### config.mk
export PLATFORM = sky130hd
export DESIGN_NAME = uart_rx
export DESIGN_NICKNAME = d
export VERILOG_FILES = /design/src/rtl/uart_rx_pkg.sv /design/src/rtl/uart_sync2.sv /design/src/rtl/uart_rx.sv
export SDC_FILE = /design/constraint.sdc
export NUM_CORES = 1
export LEC_CHECK = 0
export ABC_CLOCK_PERIOD_IN_PS = 2700
export CAP_MARGIN = 20
export CORE_UTILIZATION = 58
export DETAILED_ROUTE_END_ITERATION = 7
export PLACE_DENSITY = 0.82
export SKIP_CTS_REPAIR_TIMING = 1
export SLEW_MARGIN = 20
export SYNTH_ARGS = -nofsm -noshare
export SYNTH_HDL_FRONTEND = slang
export SYNTH_SLANG_ARGS = --single-unit
### constraint.sdc
create_clock -name clk -period 2.7 [get_ports clk]
set_input_delay 0.54 -clock clk [delete_from_list [all_inputs] [get_ports clk]]
set_output_delay 0.54 -clock clk [all_outputs]
set_load 0.05 [all_outputs]
### src/rtl/uart_rx_pkg.sv
// Shared UART receiver definitions: FSM encoding, oversampling constants and bit-vote helper.
package uart_rx_pkg;

  localparam int unsigned OVERSAMPLE = 16;
  localparam int unsigned SAMPLE_PT  = 7;
  localparam int unsigned DATA_BITS  = 8;
  localparam int unsigned CNT_W      = 4;
  localparam int unsigned IDX_W      = 3;

  typedef enum logic [1:0] {
    IDLE  = 2'd0,
    START = 2'd1,
    DATA  = 2'd2,
    STOP  = 2'd3
  } state_t;

  function automatic logic maj3(input logic a, input logic b, input logic c);
    return (a & b) | (a & c) | (b & c);
  endfunction

endpackage

### src/rtl/uart_sync2.sv
// Two-flop synchronizer for one asynchronous level input; resets to 1 (idle line / deasserted CTS).
module uart_sync2 (
  input  logic clk,
  input  logic rst,
  input  logic d,
  output logic q
);

  logic meta;

  always_ff @(posedge clk) begin
    if (rst) begin
      meta <= 1'b1;
      q    <= 1'b1;
    end else begin
      meta <= d;
      q    <= meta;
    end
  end

endmodule

### src/rtl/uart_rx.sv
// 16x oversampling 8N1 UART receiver with FIFO back-pressure (RTS) and break-safe framing errors.
// Define UART_RX_MAJORITY_EN to vote each bit over counts 6, 7 and 8 instead of sampling count 7 only.
module uart_rx
  import uart_rx_pkg::*;
(
  input  logic       clk,
  input  logic       rst,
  input  logic       tick_16x,
  input  logic       rx_in,
  input  logic       i_fifo_full,
  output logic [7:0] rx_data,
  output logic       rx_valid,
  output logic       frame_err,
  output logic       overrun,
  output logic       o_rts_n,
  output logic       rx_busy
);

  localparam logic [CNT_W-1:0] CNT_SAMPLE = CNT_W'(SAMPLE_PT);
  localparam logic [CNT_W-1:0] CNT_DECIDE = CNT_W'(SAMPLE_PT + 1);
  localparam logic [CNT_W-1:0] CNT_LAST   = CNT_W'(OVERSAMPLE - 1);
  localparam logic [IDX_W-1:0] IDX_LAST   = IDX_W'(DATA_BITS - 1);

  logic                 line;
  state_t               state;
  logic [CNT_W-1:0]     tick_count;
  logic [IDX_W-1:0]     bit_index;
  logic [DATA_BITS-1:0] shift;
  logic                 armed;
  logic                 s7;
  logic                 bit_val;
  logic                 bit_now;

  uart_sync2 u_sync (
    .clk (clk),
    .rst (rst),
    .d   (rx_in),
    .q   (line)
  );

`ifdef UART_RX_MAJORITY_EN
  localparam logic [CNT_W-1:0] CNT_EARLY = CNT_W'(SAMPLE_PT - 1);
  logic s6;

  always_ff @(posedge clk) begin
    if (rst) begin
      s6 <= 1'b0;
    end else if (tick_16x && tick_count == CNT_EARLY) begin
      s6 <= line;
    end
  end

  // Bit value is only consumed at the decision count, where line is the count-8 sample.
  assign bit_now = maj3(s6, s7, line);
`else
  assign bit_now = s7;
`endif

  always_ff @(posedge clk) begin
    if (rst) begin
      state      <= IDLE;
      tick_count <= '0;
      bit_index  <= '0;
      shift      <= '0;
      armed      <= 1'b0;
      s7         <= 1'b0;
      bit_val    <= 1'b0;
      rx_data    <= 8'h00;
      rx_valid   <= 1'b0;
      frame_err  <= 1'b0;
      overrun    <= 1'b0;
      o_rts_n    <= 1'b1;
      rx_busy    <= 1'b0;
    end else begin
      rx_valid  <= 1'b0;
      frame_err <= 1'b0;
      overrun   <= 1'b0;
      o_rts_n   <= i_fifo_full;

      if (tick_16x) begin
        // A framing error below overrides this so a held break cannot re-arm itself.
        if (line) armed <= 1'b1;
        if (tick_count == CNT_SAMPLE) s7 <= line;

        case (state)
          IDLE: begin
            if (armed && !line) begin
              state      <= START;
              tick_count <= CNT_W'(1);
              rx_busy    <= 1'b1;
            end
          end

          START: begin
            tick_count <= tick_count + CNT_W'(1);
            if (tick_count == CNT_DECIDE && bit_now) begin
              state      <= IDLE;
              tick_count <= '0;
              rx_busy    <= 1'b0;
            end else if (tick_count == CNT_LAST) begin
              state      <= DATA;
              bit_index  <= '0;
              tick_count <= '0;
            end
          end

          DATA: begin
            tick_count <= tick_count + CNT_W'(1);
            if (tick_count == CNT_DECIDE) bit_val <= bit_now;
            if (tick_count == CNT_LAST) begin
              tick_count <= '0;
              shift      <= {bit_val, shift[DATA_BITS-1:1]};
              bit_index  <= bit_index + IDX_W'(1);
              if (bit_index == IDX_LAST) state <= STOP;
            end
          end

          STOP: begin
            tick_count <= tick_count + CNT_W'(1);
            // Leave mid stop bit so a start edge half a bit later is caught.
            if (tick_count == CNT_DECIDE) begin
              state      <= IDLE;
              tick_count <= '0;
              rx_busy    <= 1'b0;
              if (!bit_now) begin
                frame_err <= 1'b1;
                armed     <= 1'b0;
              end else if (i_fifo_full) begin
                overrun <= 1'b1;
              end else begin
                rx_data  <= shift;
                rx_valid <= 1'b1;
              end
            end
          end

          default: begin
            state      <= IDLE;
            tick_count <= '0;
            rx_busy    <= 1'b0;
          end
        endcase
      end
    end
  end

endmodule

==> flow_metrics.tcl <==
set metrics [dict create \
    detail_route.drc_violations 0 \
    cts_max_level 2 \
    min_period_over_period 0.7537 \
    synthesis.nets 182 \
    pins_over_their_slew_limit 0 \
    syn-instance-count 173 \
    netlist-cell-type-count 36 \
    synth-async-reset-ratio 0 \
    report.final.setup_viol 0 \
    rows 18 \
    cp.required_ns 2.16 \
    criticalPathCategory "reg2out" \
    cell_family_with_the_largest_share_of_critical_path_delay "buffers and inverters" \
    rsz0062_at_grt "no" \
    timing.critical_path.arrival_ns 1.49 \
    crit_path_max_fanout 2 \
    vias 1261 \
    finalSetupTns_ns 0 \
    cp-end-kind "primary output" \
    drt_first_pass_iters 4 \
    routedWlPerCell_um 13.53 \
    design.die.area_um2 2884 \
    cts_buffers 5 \
    placement.setup.worst_slack_ns 0.3564 \
    sequential_cell_area_fraction_in_the_yosys_report 0.4520 \
    rr_startpoint "state[0]$_SDFFE_PP0P_" \
    ctsLongestPathBuffers 2 \
    finalWorstSetupSlack_ns 0.6651 \
    r2r-end "rx_data[7]$_SDFFE_PP0P_" \
    root_buffer "sky130_fd_sc_hd__clkbuf_4" \
    finalHoldViolCount 0 \
    total_switching_power_mw 0.1933 \
    pin_count_of_the_biggest_net_entering_global_routing 23 \
    clock_power_share 0.355 \
    cp-start-kind "flop" \
    groute.usage.overall 0.2478 \
    timing.final.crit_period_ns 2.035 \
    fin_cells 217 \
    post-place-cells 209 \
    tritoncts_num_sinks 35 \
    die_height_um 53.70 \
    crit_path_cell_trace "clkdlybuf4s50_1" \
    fin_nets 195 \
    final_layout_size_suffix_gt1_frac 0.1016 \
    post-layout-total-power_mw 0.8890 \
    die_x_um 53.70 \
    finish.instance_area_um2 1757 \
    max_slew.worst_pin.slew_ns 0.7349 \
    synth_area_per_cell_um2 8.961 \
    ys_warn_count 0 \
    ys_ff_latch 35 \
    powerDensity_nw_per_um2 506.1 \
    critical_path_buf_inv_count 1 \
    globalplace.congestion 0.8571 \
    count_of_pins_on_the_block_boundary 18 \
    tritoncts "yes" \
    synth_enable_flop_cells 0 \
    grt_antenna_before_repair 0 \
    drv_cap 0 \
    total_leakage_power_nw 0.6131 \
    ant_nets 0 \
    regToRegSetupSlack_ns 0.97 \
    timing.max_slew.rel_slack 0.5085 \
    timing.critical_path.slowest_cell_delay_ns 0.81 \
    path_clk_slew_ns 0.10 \
    area_of_the_mapped_netlist_um2 1550 \
    detail_route.vias_per_cell 5.811 \
    postLayoutCoreUtil 0.7027 \
    hold_end "u_sync.q$_SDFF_PP1_" \
    grt_pass1_wl_um 5050 \
    internal-power_mw 0.6957 \
    area_after_dpl_um2 1688 \
    ys_dominant_reg_cell "sky130_fd_sc_hd__dfxtp_1" \
    drt-initial-drc-count 19 \
    grt-ovfl-total 0 \
    worst_reg_to_reg_cells 5 \
    grt_pass1_vias 1172 \
    timing.clock.skew_ns 0.007110 \
    finalHoldWorstSlack_ns 0.4158 \
    buffers_added_on_ports 17 \
    min_delay_path_depth 1 \
    status "finished, final reports clean" \
    share_seq_of_total_power 0.596 \
    initial_cell_density_of_the_core 0.6201 \
    design.core.area_um2 2500 \
    power.combinational.fraction 0.050 \
    clock_latency_ns 0.33 \
    max_clock_freq_mhz 491.4 \
    vdd_drop_max_mv 0.6675 \
    netSwitchingFraction 0.2175 \
    dpl.hpwl_um 2051 \
    antenna-diode-count 0 \
    syn2layout_area_growth_pct 13.32 \
    drt_wl_total_um 2935 \
    hold_class "reg2reg" \
    critPathSlowestCell "sky130_fd_sc_hd__clkdlybuf4s50_1" \
    min_from "u_sync.meta$_SDFF_PP1_" \
]
==> kinds of logic after synthesis <==
kind of cell,share of synthesized area
XOR/XNOR,0.005651
AO/OA/AOI/OAI,0.1437
multiplexers,0.06457
flip-flops,0.4520
buffers and inverters,0.07183
adder cells (fa/ha/maj),0.03229
AND/OR/NAND/NOR,0.2300
==> cell usage after synthesis, types with 3 or more instances <==
library cell / count / area [um2]
sky130_fd_sc_hd__a21oi_1: 16 / 80.08
sky130_fd_sc_hd__buf_6: 4 / 45.04
sky130_fd_sc_hd__clkbuf_1: 6 / 22.52
sky130_fd_sc_hd__dfxtp_1: 35 / 700.7
sky130_fd_sc_hd__ha_1: 4 / 50.05
sky130_fd_sc_hd__inv_1: 5 / 18.77
sky130_fd_sc_hd__mux2i_1: 10 / 100.1
sky130_fd_sc_hd__nand2_1: 20 / 75.07
sky130_fd_sc_hd__nand2b_1: 3 / 18.77
sky130_fd_sc_hd__nand3_1: 7 / 35.03
sky130_fd_sc_hd__nand3b_1: 3 / 22.52
sky130_fd_sc_hd__nand4b_1: 3 / 26.28
sky130_fd_sc_hd__nor2_1: 17 / 63.81
sky130_fd_sc_hd__nor3_1: 4 / 20.02
sky130_fd_sc_hd__or2_2: 6 / 37.54
==> area by class of cell <==
type,instances,area [um2]
sequential,35,700.7
clock buffer,8,68.82
multi-input combinational,119,738.2
inverter,5,18.77
tap,30,37.54
fill,206,743.2
timing repair buffer,20,192.7
==> how the worst max path moves through the flow <==
stage	start	to	slack [ns]	cells past startpoint
2_1_floorplan	tick_16x	rx_data[0]$_SDFFE_PP0P_	1.15	6
3_3_place_gp	tick_16x	rx_data[5]$_SDFFE_PP0P_	0.42	6
3_5_place_dp	tick_16x	rx_data[7]$_SDFFE_PP0P_	0.36	6
4_1_cts	rx_data[1]$_SDFFE_PP0P_	rx_data[1]	0.64	1
5_1_grt	tick_16x	rx_data[7]$_SDFFE_PP0P_	0.57	6
6_report	rx_data[1]$_SDFFE_PP0P_	rx_data[1]	0.67	1
==> layer usage <==
metal,track usage,part of all wire,up-vias
met5,0,0,-
met4,0.09649,0.019,0
met3,0.07627,0.042,5
met2,0.4053,0.50,24
met1,0.3012,0.43,608
li1,-,-,624
==> flip-flops by register name (all words and copies together) (netlist names), named ones only <==
signal,flops
state,1
tick_count,4
rx_busy,1
shift,8
bit_val,1
u_sync.meta,1
armed,1
o_rts_n,1
rx_valid,1
rx_data,8
u_sync.q,1
overrun,1
frame_err,1
bit_index,3
bit_now,1
==> cell usage in the layout, fill, tap and decap left out, types with 2 or more instances in the layout <==
| master | netlist | layout |
|---|---|---|
| sky130_fd_sc_hd__or2_2 | 6 | 6 |
| sky130_fd_sc_hd__nor2_1 | 17 | 17 |
| sky130_fd_sc_hd__a31oi_1 | 2 | 2 |
| sky130_fd_sc_hd__nor2b_1 | 2 | 2 |
| sky130_fd_sc_hd__nor3_1 | 4 | 4 |
| sky130_fd_sc_hd__clkbuf_4 | 0 | 5 |
| sky130_fd_sc_hd__ha_1 | 4 | 4 |
| sky130_fd_sc_hd__nand2_1 | 20 | 20 |
| sky130_fd_sc_hd__clkdlybuf4s50_1 | 0 | 17 |
| sky130_fd_sc_hd__o21ai_0 | 2 | 2 |
| sky130_fd_sc_hd__a21o_1 | 2 | 2 |
| sky130_fd_sc_hd__a22oi_1 | 2 | 2 |
| sky130_fd_sc_hd__clkbuf_8 | 0 | 2 |
| sky130_fd_sc_hd__mux2i_1 | 10 | 10 |
| sky130_fd_sc_hd__o211ai_1 | 2 | 2 |
| sky130_fd_sc_hd__nand3b_1 | 3 | 3 |
| sky130_fd_sc_hd__nand4_1 | 2 | 2 |
| sky130_fd_sc_hd__a21oi_1 | 16 | 16 |
| sky130_fd_sc_hd__nand3_1 | 7 | 7 |
| sky130_fd_sc_hd__buf_4 | 2 | 3 |
| sky130_fd_sc_hd__dfxtp_1 | 35 | 35 |
| sky130_fd_sc_hd__inv_1 | 5 | 5 |
| sky130_fd_sc_hd__nand4b_1 | 3 | 3 |
| sky130_fd_sc_hd__nand2b_1 | 3 | 3 |
==> power groups by stage <==
stage	Sequential [mW]	Combinational, mW	Clock, mW
floorplan	0.543	0.0284	0
global placement	0.541	0.0424	0
detailed placement	0.542	0.0438	0
CTS	0.530	0.0441	0.328
global route	0.531	0.0487	0.345
finish	0.530	0.0441	0.315
Note: power is estimated with default switching activity, not from simulation.
